**src/rtl/image_loader_pkg.sv**
```systemverilog
// Shared definitions for the image loader and the video/sprite memories it feeds.
// The default limits also size the background and spritesheet memories.
package image_loader_pkg;

    typedef enum logic [1:0] {
        IDLE,
        WAIT_WORD,
        EMIT,
        FULL
    } state_t;

    localparam logic TARGET_BACKGROUND  = 1'b0;
    localparam logic TARGET_SPRITESHEET = 1'b1;

    localparam logic [16:0] BACKGROUND_WORDS_DEFAULT  = 17'd129600;
    localparam logic [16:0] SPRITESHEET_BYTES_DEFAULT = 17'd32768;

    localparam int BG_LANE_W = 16;
    localparam int SP_LANE_W = 8;

endpackage

```
**src/rtl/image_loader_word_serializer.sv**
```systemverilog
// Holds the lanes of a 32-bit word that are still to be written, MSB lane first.
// Lane 0 is taken straight from the input word, so the register keeps lanes 1..N-1.
module word_serializer #(
    parameter int LANE_W = 16
) (
    input  logic              clk,
    input  logic              reset_n,
    input  logic              load,
    input  logic [31:0]       load_data,
    input  logic              advance,
    output logic [LANE_W-1:0] next_lane_data,
    output logic              last_lane
);
    localparam int LANES   = 32 / LANE_W;
    localparam int LANE_CW = $clog2(LANES);

    logic [31:0]        r_shift;
    logic [LANE_CW-1:0] r_lane;

    always_ff @(posedge clk or negedge reset_n) begin
        if (!reset_n) begin
            r_shift <= '0;
            r_lane  <= '0;
        end else if (load) begin
            r_shift <= load_data << LANE_W;
            r_lane  <= '0;
        end else if (advance) begin
            r_shift <= r_shift << LANE_W;
            r_lane  <= r_lane + LANE_CW'(1);
        end
    end

    // r_lane is the lane currently on the write bus.
    assign next_lane_data = r_shift[31 -: LANE_W];
    assign last_lane      = (r_lane == LANE_CW'(LANES - 1));

endmodule

```
**src/rtl/image_loader.sv**
```systemverilog
// Serialises 32-bit upstream words into background (RGB565) or spritesheet (alpha)
// write strobes, counting addresses up to the image size and flagging done/overflow.
module image_loader
    import image_loader_pkg::*;
#(
    parameter logic [16:0] BACKGROUND_WORDS  = BACKGROUND_WORDS_DEFAULT,
    parameter logic [16:0] SPRITESHEET_BYTES = SPRITESHEET_BYTES_DEFAULT
) (
    input  logic        clk,
    input  logic        reset_n,
    input  logic        start,
    input  logic        target,
    input  logic        in_valid,
    output logic        in_ready,
    input  logic [31:0] in_data,
    output logic        background_write_en,
    output logic        spritesheet_write_en,
    output logic [16:0] image_write_addr,
    output logic [15:0] image_write_data,
    output logic        busy,
    output logic        done,
    output logic        overflow
);
    state_t      r_state;
    logic        r_target;
    logic [16:0] r_addr_cnt;
    logic        r_bg_en;
    logic        r_sp_en;
    logic [16:0] r_addr;
    logic [15:0] r_data;
    logic        r_busy;
    logic        r_done;
    logic        r_overflow;
    logic        r_ready;

    logic                 w_handshake;
    logic                 w_load;
    logic                 w_issue_next;
    logic                 w_limit_hit;
    logic                 w_last_lane;
    logic                 w_is_sprite;
    logic [16:0]          w_limit;
    logic [BG_LANE_W-1:0] w_bg_lane;
    logic [SP_LANE_W-1:0] w_sp_lane;
    logic                 w_bg_last;
    logic                 w_sp_last;
    logic [15:0]          w_first_data;
    logic [15:0]          w_next_data;

    // A start in the same cycle always wins over a pending handshake.
    assign in_ready     = r_ready & ~start;
    assign w_handshake  = in_valid & in_ready;
    assign w_is_sprite  = (r_target == TARGET_SPRITESHEET);
    assign w_limit      = w_is_sprite ? SPRITESHEET_BYTES : BACKGROUND_WORDS;
    assign w_limit_hit  = (r_addr_cnt == w_limit);
    assign w_last_lane  = w_is_sprite ? w_sp_last : w_bg_last;
    assign w_load       = (r_state == WAIT_WORD) & w_handshake;
    assign w_issue_next = (r_state == EMIT) & ~start & ~w_limit_hit & ~w_last_lane;
    assign w_first_data = w_is_sprite ? {8'h00, in_data[31:24]} : in_data[31:16];
    assign w_next_data  = w_is_sprite ? {8'h00, w_sp_lane} : w_bg_lane;

    word_serializer #(.LANE_W(BG_LANE_W)) u_bg_ser (
        .clk            (clk),
        .reset_n        (reset_n),
        .load           (w_load),
        .load_data      (in_data),
        .advance        (w_issue_next),
        .next_lane_data (w_bg_lane),
        .last_lane      (w_bg_last)
    );

    word_serializer #(.LANE_W(SP_LANE_W)) u_sp_ser (
        .clk            (clk),
        .reset_n        (reset_n),
        .load           (w_load),
        .load_data      (in_data),
        .advance        (w_issue_next),
        .next_lane_data (w_sp_lane),
        .last_lane      (w_sp_last)
    );

    always_ff @(posedge clk or negedge reset_n) begin
        if (!reset_n) begin
            r_state    <= IDLE;
            r_target   <= TARGET_BACKGROUND;
            r_addr_cnt <= '0;
            r_bg_en    <= 1'b0;
            r_sp_en    <= 1'b0;
            r_addr     <= '0;
            r_data     <= '0;
            r_busy     <= 1'b0;
            r_done     <= 1'b0;
            r_overflow <= 1'b0;
            r_ready    <= 1'b0;
        end else if (start) begin
            r_state    <= WAIT_WORD;
            r_target   <= target;
            r_addr_cnt <= '0;
            r_bg_en    <= 1'b0;
            r_sp_en    <= 1'b0;
            r_addr     <= '0;
            r_busy     <= 1'b1;
            r_done     <= 1'b0;
            r_overflow <= 1'b0;
            r_ready    <= 1'b1;
        end else begin
            r_bg_en <= 1'b0;
            r_sp_en <= 1'b0;
            case (r_state)
                IDLE: begin
                    r_ready <= 1'b0;
                end
                WAIT_WORD: begin
                    if (w_handshake) begin
                        r_state    <= EMIT;
                        r_ready    <= 1'b0;
                        r_bg_en    <= ~w_is_sprite;
                        r_sp_en    <= w_is_sprite;
                        r_addr     <= r_addr_cnt;
                        r_data     <= w_first_data;
                        r_addr_cnt <= r_addr_cnt + 17'd1;
                    end
                end
                EMIT: begin
                    // Hitting the limit mid-word discards the remaining lanes.
                    if (w_limit_hit) begin
                        r_state    <= FULL;
                        r_busy     <= 1'b0;
                        r_done     <= 1'b1;
                        r_ready    <= 1'b1;
                        r_overflow <= ~w_last_lane;
                    end else if (w_last_lane) begin
                        r_state <= WAIT_WORD;
                        r_ready <= 1'b1;
                    end else begin
                        r_bg_en    <= ~w_is_sprite;
                        r_sp_en    <= w_is_sprite;
                        r_addr     <= r_addr_cnt;
                        r_data     <= w_next_data;
                        r_addr_cnt <= r_addr_cnt + 17'd1;
                    end
                end
                FULL: begin
                    if (w_handshake) begin
                        r_overflow <= 1'b1;
                    end
                end
                default: begin
                    r_state <= IDLE;
                end
            endcase
        end
    end

    assign background_write_en  = r_bg_en;
    assign spritesheet_write_en = r_sp_en;
    assign image_write_addr     = r_addr;
    assign image_write_data     = r_data;
    assign busy                 = r_busy;
    assign done                 = r_done;
    assign overflow             = r_overflow;

endmodule
```
**config.mk**
```make
export PLATFORM = sky130hd
export DESIGN_NAME = image_loader
export DESIGN_NICKNAME = d
export VERILOG_FILES = /design/src/rtl/image_loader_pkg.sv /design/src/rtl/image_loader_word_serializer.sv /design/src/rtl/image_loader.sv
export SDC_FILE = /design/constraint.sdc
export NUM_CORES = 1
export LEC_CHECK = 0
export ABC_AREA = 1
export BUFFER_PORTS_ARGS = -buffer_cell sky130_fd_sc_hd__buf_4
export CAP_MARGIN = 5
export CORE_ASPECT_RATIO = 0.8
export CORE_MARGIN = 10
export CORE_UTILIZATION = 56
export DETAILED_ROUTE_END_ITERATION = 10
export HOLD_SLACK_MARGIN = 0.02
export PLACE_DENSITY = 0.86
export RECOVER_POWER = 25
export SETUP_SLACK_MARGIN = 0.15
export SKIP_CTS_REPAIR_TIMING = 1
export SLEW_MARGIN = 10
export SYNTH_ARGS = -nofsm -noshare
export SYNTH_HDL_FRONTEND = slang
export SYNTH_HIERARCHICAL = 1
export SYNTH_SLANG_ARGS = --single-unit
```
**constraint.sdc**
```tcl
create_clock -name clk -period 3.46 [get_ports clk]
set_input_delay 0.692 -clock clk [delete_from_list [all_inputs] [get_ports clk]]
set_output_delay 0.692 -clock clk [all_outputs]
set_load 0.05 [all_outputs]
```
==> impl_metrics.ini <==
[sta]
min_period_over_period_pct = 80.73
whs_ns = 0.4840
max-slew-margin-rel_pct = -63.51
skew_ns = 0.007357
tightest_slew_ns = 2.453
tns_ns = 0
fmax_mhz = 358.0
final_hold_viol_count = 0
setup-violations-final = 0
rsz0062_at_grt = no
fin_crit_ns = 2.793
slew_violations = 103

[yosys]
ys_warn_count = 6
synthFlopType = dfrtp_1
synthSimpleGateAreaFrac_pct = 34.86
synthAdderAreaFrac_pct = 1.621
synth_top_family_by_area = simple AND/OR/NAND/NOR gates
ys_types = 30
synthMuxAreaShare_pct = 0
synthCells = 689
synthArstFlopShare_pct = 100.0
ys_seq_elements = 102
synth-xor-area-share_pct = 0.9729
seq_area_frac_synth_pct = 47.26
synth_edf_count = 0
synthesis.nets = 733
synth.avg_cell_area_um2 = 7.840
synth_area_mm2 = 0.005401
synth-compound-area-share_pct = 6.231

[critical_path]
crit_chain = inv_2 -> nor2_1 -> nand3_1 -> nand2_1 -> nand2_1 -> nand4_1 -> inv_1 -> nor2_8 -> nand2_1 -> nand3_1
crit_family = simple AND/OR/NAND/NOR gates
start_kind = flip-flop
cpPeakStageDelay_ns = 0.76
critPathMaxFanout = 29
crit_type = reg -> reg
worst_setup_path_end_kind = flip-flop
worst-path-buf-inv = 2
crit_arrival_ns = 3.07
crit_top_cell = nand2_1
slowest_stage = dfrtp_1
required_ns = 3.74

[pwr]
p_per_area_mw_per_mm2 = 648.2
p_leak_nw = 3.220
peakVddDrop_uv = 306.0

[drt]
drtPass1Iterations = 5
vias = 4799
wl_um = 13890
drtIter0Drc = 611
ant_nets = 0
drc = 0
wl_per_cell_um = 16.21
via_per_inst = 5.600

[clock_network]
cts_tree = built
clock-root-buffer = clkbuf_16
clock_latency_ns = 0.35
cts.path.max_buffers = 2
cts.clk_slew.worst_paths_ns = 0.07
cts_buffers = 9
clock-sinks = 102
cts_htree_levels = 3

[global_route]
grt_antenna_before_repair = 0
grt_usage_pct = 20.23
grt_pass1_vias = 4493
grt_pass1_wl_um = 22870
grt_max_degree = 103
grt_overflow = 0

[placed_design]
dp_hpwl_um = 9652
place.gp.congestion = 0.9184
place_area_mm2 = 0.005818
dp.cells = 841
port_buffers = 75

[hold_path]
hp-class = reg -> reg

[layout]
areaGrowthSynthToFinish_pct = 12.97
drive_above_1_share_pct = 17.39
stdcell_count = 857
fillers = 767
nets = 781
postLayoutCellArea_mm2 = 0.006102
antenna_cells = 0
final_util_pct = 66.10

[die]
coreArea_mm2 = 0.009231
die_w_um = 129.8
start_util_pct = 58.51
io_pins = 76
rows = 31
die_h_um = 107.8
dieArea_mm2 = 0.01400

[status]
status = finished with violations
violations = max-capacitance violations, max-slew violations

[run]
maxCapViolCount = 1
## logic make-up (layout without fill, tap and decap cells)
group | after synthesis | in the layout
AO/OA/AOI/OAI | 60 | 60
XOR/XNOR | 6 | 6
adder cells (fa/ha/maj) | 7 | 7
buffers and inverters | 82 | 135
flip-flops | 102 | 102
AND/OR/NAND/NOR | 432 | 432
## synthesized netlist by cell type, types with 4 or more instances
| master | count | share of area, % |
|---|---|---|
| buf_4 | 13 | 1.8 |
| nor2_1 | 71 | 4.9 |
| a21oi_1 | 6 | 0.56 |
| buf_2 | 10 | 0.93 |
| nand2_2 | 11 | 1.3 |
| ha_1 | 7 | 1.6 |
| inv_2 | 4 | 0.28 |
| buf_6 | 9 | 1.9 |
| o21ai_0 | 39 | 3.6 |
| clkbuf_1 | 7 | 0.49 |
| o21ai_2 | 7 | 1.1 |
| xor2_1 | 5 | 0.81 |
| nand3_1 | 78 | 7.2 |
| o22ai_1 | 8 | 0.93 |
| inv_1 | 34 | 2.4 |
| nand2_1 | 256 | 18 |
| dfrtp_1 | 102 | 47 |
## cells in the final DEF, fill, tap and decap left out, types with 3 or more instances in the layout
cell type	count
ha_1	7
nor2_1	71
nand4_1	3
o21ai_2	7
o22ai_1	8
clkbuf_16	9
nand3_1	78
xor2_1	5
o21ai_0	39
nor2_8	3
inv_1	34
nand2_1	256
buf_4	78
inv_2	4
a21oi_1	6
dfrtp_1	102
nand2_2	11
## worst paths after layout
check / start / to / slack, ns / cells after the start
max in group asynchronous: reset_n / image_write_data[7] / 0.83 / 2
min in group asynchronous: reset_n / u_bg_ser/r_shift[17] / 1.20 / 2
setup / recovery: r_target / u_sp_ser/r_shift[19] / 0.67 / 10
hold reg to reg: u_sp_ser/r_shift[15] / u_sp_ser/r_shift[15] / 0.48 / 2
setup reg to reg: r_target / u_sp_ser/r_shift[19] / 0.67 / 10
hold / removal: u_sp_ser/r_shift[15] / u_sp_ser/r_shift[15] / 0.48 / 2
## per-stage QoR
stage | power, mW | setup slack [ns]
global placement | 2.887 | 0.9698
global route | 4.170 | 0.3591
finish | 3.955 | 0.6667
CTS | 3.966 | 0.7423
floorplan | 2.612 | 1.265
detailed placement | 2.938 | 0.8171
## power by group
part           leakage, nW  switching [mW]  internal, mW  total (mW)
Combinational         1.74           0.779         0.363        1.14
Sequential            1.34           0.260          1.53        1.79
Clock                0.147           0.454         0.568        1.02
Total                 3.22            1.49          2.46        3.96
## area by class of cell
class | count | area (um^2) | share of cell area, %
Tap cell | 115 | 143.9 | 2.358
Inverter | 39 | 148.9 | 2.440
Sequential cell | 102 | 2552 | 41.83
Timing Repair Buffer | 80 | 598.1 | 9.801
Multi-Input combinational cell | 505 | 2360 | 38.67
Clock buffer | 10 | 229.0 | 3.752
Clock inverter | 6 | 70.07 | 1.148
## flip-flops by register name, summed over array words and instances (netlist names), 2 cells and up
signal	cells
u_sp_ser/r_shift	24
image_write_addr	17
r_addr_cnt	17
image_write_data	16
u_bg_ser/r_shift	16
r_state	2
u_sp_ser/r_lane	2
## worst register-to-register path: cells and delay by family (launching register included)
family | cells | cell delay [ns]
flops | 1 | 0.76
simple gates | 8 | 1.29
buf+inv | 2 | 0.65
## layer usage
metal | GRT usage (%) | routed length, um | share of wire (%) | vias up
li1 | - | - | - | 2276
met1 | 28.40 | 6210 | 45 | 2290
met2 | 29.27 | 6115 | 44 | 209
met3 | 6.253 | 1363 | 9.8 | 24
met4 | 5.849 | 204 | 1.5 | 0
met5 | 0 | 0 | 0 | -
(Power assumes the default switching activity.)
